==> config.mk <==
export PLATFORM = sky130hd
export DESIGN_NAME = rom_boot_loader
export DESIGN_NICKNAME = d
export VERILOG_FILES = /design/src/rtl/rom_boot_loader.sv
export SDC_FILE = /design/constraint.sdc
export NUM_CORES = 1
export LEC_CHECK = 0
export BUFFER_PORTS_ARGS = -buffer_cell sky130_fd_sc_hd__buf_2
export CORE_MARGIN = 5
export CORE_UTILIZATION = 58
export CTS_CLUSTER_SIZE = 12
export DETAILED_ROUTE_END_ITERATION = 8
export GPL_TIMING_DRIVEN = 1
export HOLD_SLACK_MARGIN = 0.02
export PLACE_DENSITY = 0.88
export SLEW_MARGIN = 20
export SYNTH_ARGS = -nofsm -noshare
export SYNTH_HDL_FRONTEND = slang
export SYNTH_SLANG_ARGS = --single-unit
==> constraint.sdc <==
create_clock -name clk -period 3.3 [get_ports clk]
set_input_delay 0.33 -clock clk [delete_from_list [all_inputs] [get_ports clk]]
set_output_delay 0.33 -clock clk [all_outputs]
set_load 0.03 [all_outputs]
==> src/rtl/rom_boot_loader.sv <==
// Streams a length-prefixed program image into instruction ROM, holding the CPU in reset until complete.
// Optional trailing XOR checksum byte is enabled with BOOT_CHECKSUM_EN.
module rom_boot_loader #(
   parameter int ADDR_W = 8,
   parameter int WORD_W = 16
) (
   input  logic              clk,
   input  logic              rst,
   input  logic              load,
   input  logic [7:0]        in_data,
   input  logic              in_valid,
   output logic              in_ready,
   output logic              rom_we,
   output logic [ADDR_W-1:0] rom_addr,
   output logic [WORD_W-1:0] rom_wdata,
   output logic              cpu_rst,
   output logic              done,
   output logic              error
);

   typedef enum logic [2:0] {
      S_LEN_HI,
      S_LEN_LO,
      S_DATA_HI,
      S_DATA_LO,
      S_WRITE,
      S_CSUM,
      S_DONE,
      S_ERR
   } state_t;

`ifdef BOOT_CHECKSUM_EN
   localparam state_t S_END = S_CSUM;
`else
   localparam state_t S_END = S_DONE;
`endif

   localparam logic [16:0] DEPTH = 17'(1) << ADDR_W;

   state_t              state_q, state_d;
   logic [15:0]         len_q, len_d;
   logic [15:0]         count_q, count_d;
   logic [ADDR_W-1:0]   addr_q, addr_d;
   logic [7:0]          hi_q, hi_d;
   logic [ADDR_W-1:0]   wa_q, wa_d;
   logic [WORD_W-1:0]   wd_q, wd_d;
   logic                cpu_rst_q;
   logic                xfer;
   logic [15:0]         n_full;
   logic [15:0]         count_inc;
`ifdef BOOT_CHECKSUM_EN
   logic [7:0]          csum_q, csum_d;
`endif

   assign in_ready = (state_q == S_LEN_HI)  || (state_q == S_LEN_LO)  ||
                     (state_q == S_DATA_HI) || (state_q == S_DATA_LO) ||
                     (state_q == S_CSUM);
   assign xfer      = in_valid && in_ready;
   assign n_full    = {len_q[15:8], in_data};
   assign count_inc = count_q + 16'd1;

   always_comb begin
      state_d = state_q;
      len_d   = len_q;
      count_d = count_q;
      addr_d  = addr_q;
      hi_d    = hi_q;
      wa_d    = wa_q;
      wd_d    = wd_q;
      rom_we  = 1'b0;
`ifdef BOOT_CHECKSUM_EN
      csum_d  = csum_q;
`endif
      unique case (state_q)
         S_LEN_HI: begin
            if (xfer) begin
               len_d[15:8] = in_data;
               state_d     = S_LEN_LO;
            end
         end
         S_LEN_LO: begin
            if (xfer) begin
               len_d[7:0] = in_data;
               if (n_full == 16'd0)
                  state_d = S_END;
               else if ({1'b0, n_full} > DEPTH)
                  state_d = S_ERR;
               else
                  state_d = S_DATA_HI;
            end
         end
         S_DATA_HI: begin
            if (xfer) begin
               hi_d    = in_data;
               state_d = S_DATA_LO;
`ifdef BOOT_CHECKSUM_EN
               csum_d  = csum_q ^ in_data;
`endif
            end
         end
         S_DATA_LO: begin
            if (xfer) begin
               // Separate output registers keep rom_addr/rom_wdata stable between writes
               wa_d    = addr_q;
               wd_d    = {hi_q, in_data};
               state_d = S_WRITE;
`ifdef BOOT_CHECKSUM_EN
               csum_d  = csum_q ^ in_data;
`endif
            end
         end
         S_WRITE: begin
            rom_we  = 1'b1;
            addr_d  = addr_q + 1'b1;
            count_d = count_inc;
            state_d = (count_inc == len_q) ? S_END : S_DATA_HI;
         end
`ifdef BOOT_CHECKSUM_EN
         S_CSUM: begin
            if (xfer)
               state_d = (in_data == csum_q) ? S_DONE : S_ERR;
         end
`endif
         S_DONE, S_ERR: begin
            if (load) begin
               state_d = S_LEN_HI;
               addr_d  = '0;
               count_d = '0;
`ifdef BOOT_CHECKSUM_EN
               csum_d  = '0;
`endif
            end
         end
         default: state_d = S_LEN_HI;
      endcase
   end

   always_ff @(posedge clk or posedge rst) begin
      if (rst) begin
         state_q   <= S_LEN_HI;
         len_q     <= '0;
         count_q   <= '0;
         addr_q    <= '0;
         hi_q      <= '0;
         wa_q      <= '0;
         wd_q      <= '0;
         cpu_rst_q <= 1'b1;
      end else begin
         state_q   <= state_d;
         len_q     <= len_d;
         count_q   <= count_d;
         addr_q    <= addr_d;
         hi_q      <= hi_d;
         wa_q      <= wa_d;
         wd_q      <= wd_d;
         cpu_rst_q <= (state_d != S_DONE);
      end
   end

`ifdef BOOT_CHECKSUM_EN
   always_ff @(posedge clk or posedge rst) begin
      if (rst)
         csum_q <= '0;
      else
         csum_q <= csum_d;
   end
`endif

   assign rom_addr  = wa_q;
   assign rom_wdata = wd_q;
   assign cpu_rst   = cpu_rst_q;
   assign done      = (state_q == S_DONE);
   assign error     = (state_q == S_ERR);

endmodule
==> results.cfg <==
[final_layout]
areaGrowthSynthToFinish_pct = 12.42
drive_above_1_share = 0.3053
final_nets = 389
final_area_mm2 = 0.004168
diodes = 0
postLayoutCoreUtil = 0.6639
layout.cells.non_filler = 457

[drt]
post_drt_wl_per_cell_um = 17.63
via_per_inst = 6.028
drt_first_iter_violations = 194
drt_wl_total_um = 8058
vias = 2755
ant_nets = 0
drc = 0
drtPass1Iterations = 4

[hold_path]
hp-class = in2reg
hp-start = in_data[0]
min_to = rom_wdata[0]
holdPathStages = 2

[synth]
yosys_warnings = 0
ys_seq_elements = 76
post-synth-top-area-fraction = 0.5062
synth_cells = 331
ys_seq_area_frac = 0.5133
synth_ff_type = dfrtp_1
synth_largest_area_cell = dfrtp_1
ys_types = 48
synthArstFlopShare = 1.000
synth_edf_count = 0
synthMostInstantiatedCell = dfrtp_1
postSynthAreaPerCell_um2 = 11.20
synthesis.nets = 345
synth_area_mm2 = 0.003707
synth.top_cells.by_count = dfrtp_1 (75), mux2_2 (48), nand2_1 (29), o21ai_0 (23), nor2_1 (20)
netlist_top_cells_area = dfrtp_1 (51%), mux2_2 (15%), xnor2_1 (3.8%), o21ai_0 (3.1%), xor2_1 (3.1%)

[setup_path]
cp_max_fo = 7
cpMaxStageDelayCell = dfrtp_1
path_class = reg2reg
critPathLaunch = count_q[0]
r2r_end = cpu_rst
cp.required_ps = 3570
rr_startpoint = count_q[0]
startpoint_type = register
regToRegSetupSlack_ps = 700
slowest_delay_ps = 470
reg2reg_depth = 8
crit_chain = ha_1 -> nand3_1 -> nor4_4 -> xnor2_1 -> a21oi_1 -> a2111o_1 -> o41ai_2 -> nand2_1
arrival_ps = 2880
worstSetupEndpointType = register

[die]
fp.coreArea_mm2 = 0.006277
start_util = 0.5906
die_w_um = 89.95
rows = 29
die_h_um = 89.95
die_area_mm2 = 0.008091
design.portCount = 41

[pwr]
p_comb_frac = 0.397
vdd_drop_max_mv = 0.6875
p_per_area_mw_per_mm2 = 941.3
power.internal_mw = 2.300
seq_power_share = 0.444
switching_power_mw = 1.623
power_mw = 3.923
p_leak_nw = 1.874
clkPwrFrac = 0.159
switching_share = 0.4137

[placed_design]
place_area_mm2 = 0.003988
dp_cells = 440
dp_hpwl_um = 5890
numPortBuffers = 40
gp_congestion = 0.9235

[global_route]
groute.usage.overall = 0.2069
grt_pass1_wl_um = 13530
grt-ovfl-total = 0
first_global_vias = 2779
antenna_found_initial = 0
grt_max_degree = 32

[clocking]
clockBufferDepth = 2
insertion_delay_ps = 350
cts.sinks = 76
clk_pin_slew_ps = 80
cts-root-buf = clkbuf_8
numCtsBuffers = 9
htree_levels = 3
cts_tree = built

[sta]
finalMaxSlewViolations = 0
fmax_mhz = 384.2
fin_crit_sh = 0.7888
fin_worst_skew_ps = 9.881
hold_viol = 0
slew_headroom = 0.2901
finalSetupViolations = 0
max_slew.worst_pin.slew_ps = 1062
setup_tns_ps = 0
finalCriticalPeriod_ps = 2603
grt_setup_unrepaired = no

[run_status]
status = finished, final reports clean

[run]
max_cap_violations = 0
-- timing repair --
item / in CTS / in global routing
resized for setup: 0 / 0
hold buffers: 1 / 0
setup buffers: 0 / 0
hold endpoints to repair: 18 / 0
-- power by group through the flow --
stage	registers [mW]	logic, mW	clock network [mW]
finish	1.74	1.56	0.625
global route	1.79	1.70	0.671
CTS	1.73	1.56	0.633
detailed placement	1.74	1.55	0
global placement	1.71	1.49	0
floorplan	1.81	1.03	0
-- kinds of logic (layout without fill, tap and decap cells) --
group / after synthesis / count (layout) / synth area share
adder cells (fa/ha/maj): 2 / 2 / 0.006749
buffers and inverters: 21 / 70 / 0.02261
AO/OA/AOI/OAI: 55 / 55 / 0.09147
flip-flops: 76 / 76 / 0.5133
XOR/XNOR: 29 / 29 / 0.06851
AND/OR/NAND/NOR: 97 / 97 / 0.1431
multiplexers: 51 / 51 / 0.1542
-- routing by layer --
layer  up-vias  routed length, um  part of all wire  global-route usage
li1       1275                  -                 -                   -
met1      1367               3391              0.42              0.2645
met2        89               3982              0.49              0.3415
met3        24                475             0.059             0.04591
met4         0                208             0.026             0.08313
met5         -                  0                 0                   0
-- worst max path at each step --
stage	to
5_1_grt	cpu_rst
6_report	cpu_rst
2_1_floorplan	cpu_rst
4_1_cts	cpu_rst
3_5_place_dp	cpu_rst
3_3_place_gp	cpu_rst
-- flip-flops by register name, indices dropped and copies added (netlist names) --
register,count
count_q,16
len_q,16
rom_wdata,16
addr_q,8
hi_q,8
rom_addr,8
state_q,3
cpu_rst,1
-- metrics by stage --
step | hold WS (ps) | setup WS [ps]
finish | 270.7 | 696.9
global route | 279.6 | 539.3
CTS | 263.2 | 709.4
detailed placement | 330.6 | 699.3
global placement | 328.2 | 827.1
floorplan | 469.8 | 803.3
-- worst max-delay path: cells and delay by family, from the launching register on --
family                     cells  cell delay, ps
AOI/OAI and AO/OA              3             900
and+or+nand+nor                3             710
DFF                            1             470
adders and majority gates      1             280
xor gates and xnor gates       1             170
-- layout by cell type, fill, tap and decap left out, drive strengths merged, types with 3 or more instances in the layout --
cell type	n
nor2	20
and3	6
o21ai	24
buf	45
inv	8
nor4	4
xnor2	16
dfrtp	75
a31oi	5
or3	3
nor3	5
clkbuf	12
xor2	13
nand4	8
o31ai	3
nand3	13
a21oi	10
nand2	29
mux2	49
-- layout make-up --
| class | instances | area, um^2 |
|---|---|---|
| clock buffers | 12 | 145.1 |
| clock inverters | 4 | 25.02 |
| fillers | 458 | 2110 |
| inverters | 8 | 30.03 |
| multi-input cells | 234 | 1720 |
| flip-flops and latches | 76 | 1903 |
| well taps | 77 | 96.34 |
| repair buffers | 46 | 247.7 |
No activity file was read; power rests on OpenSTA's default activity.
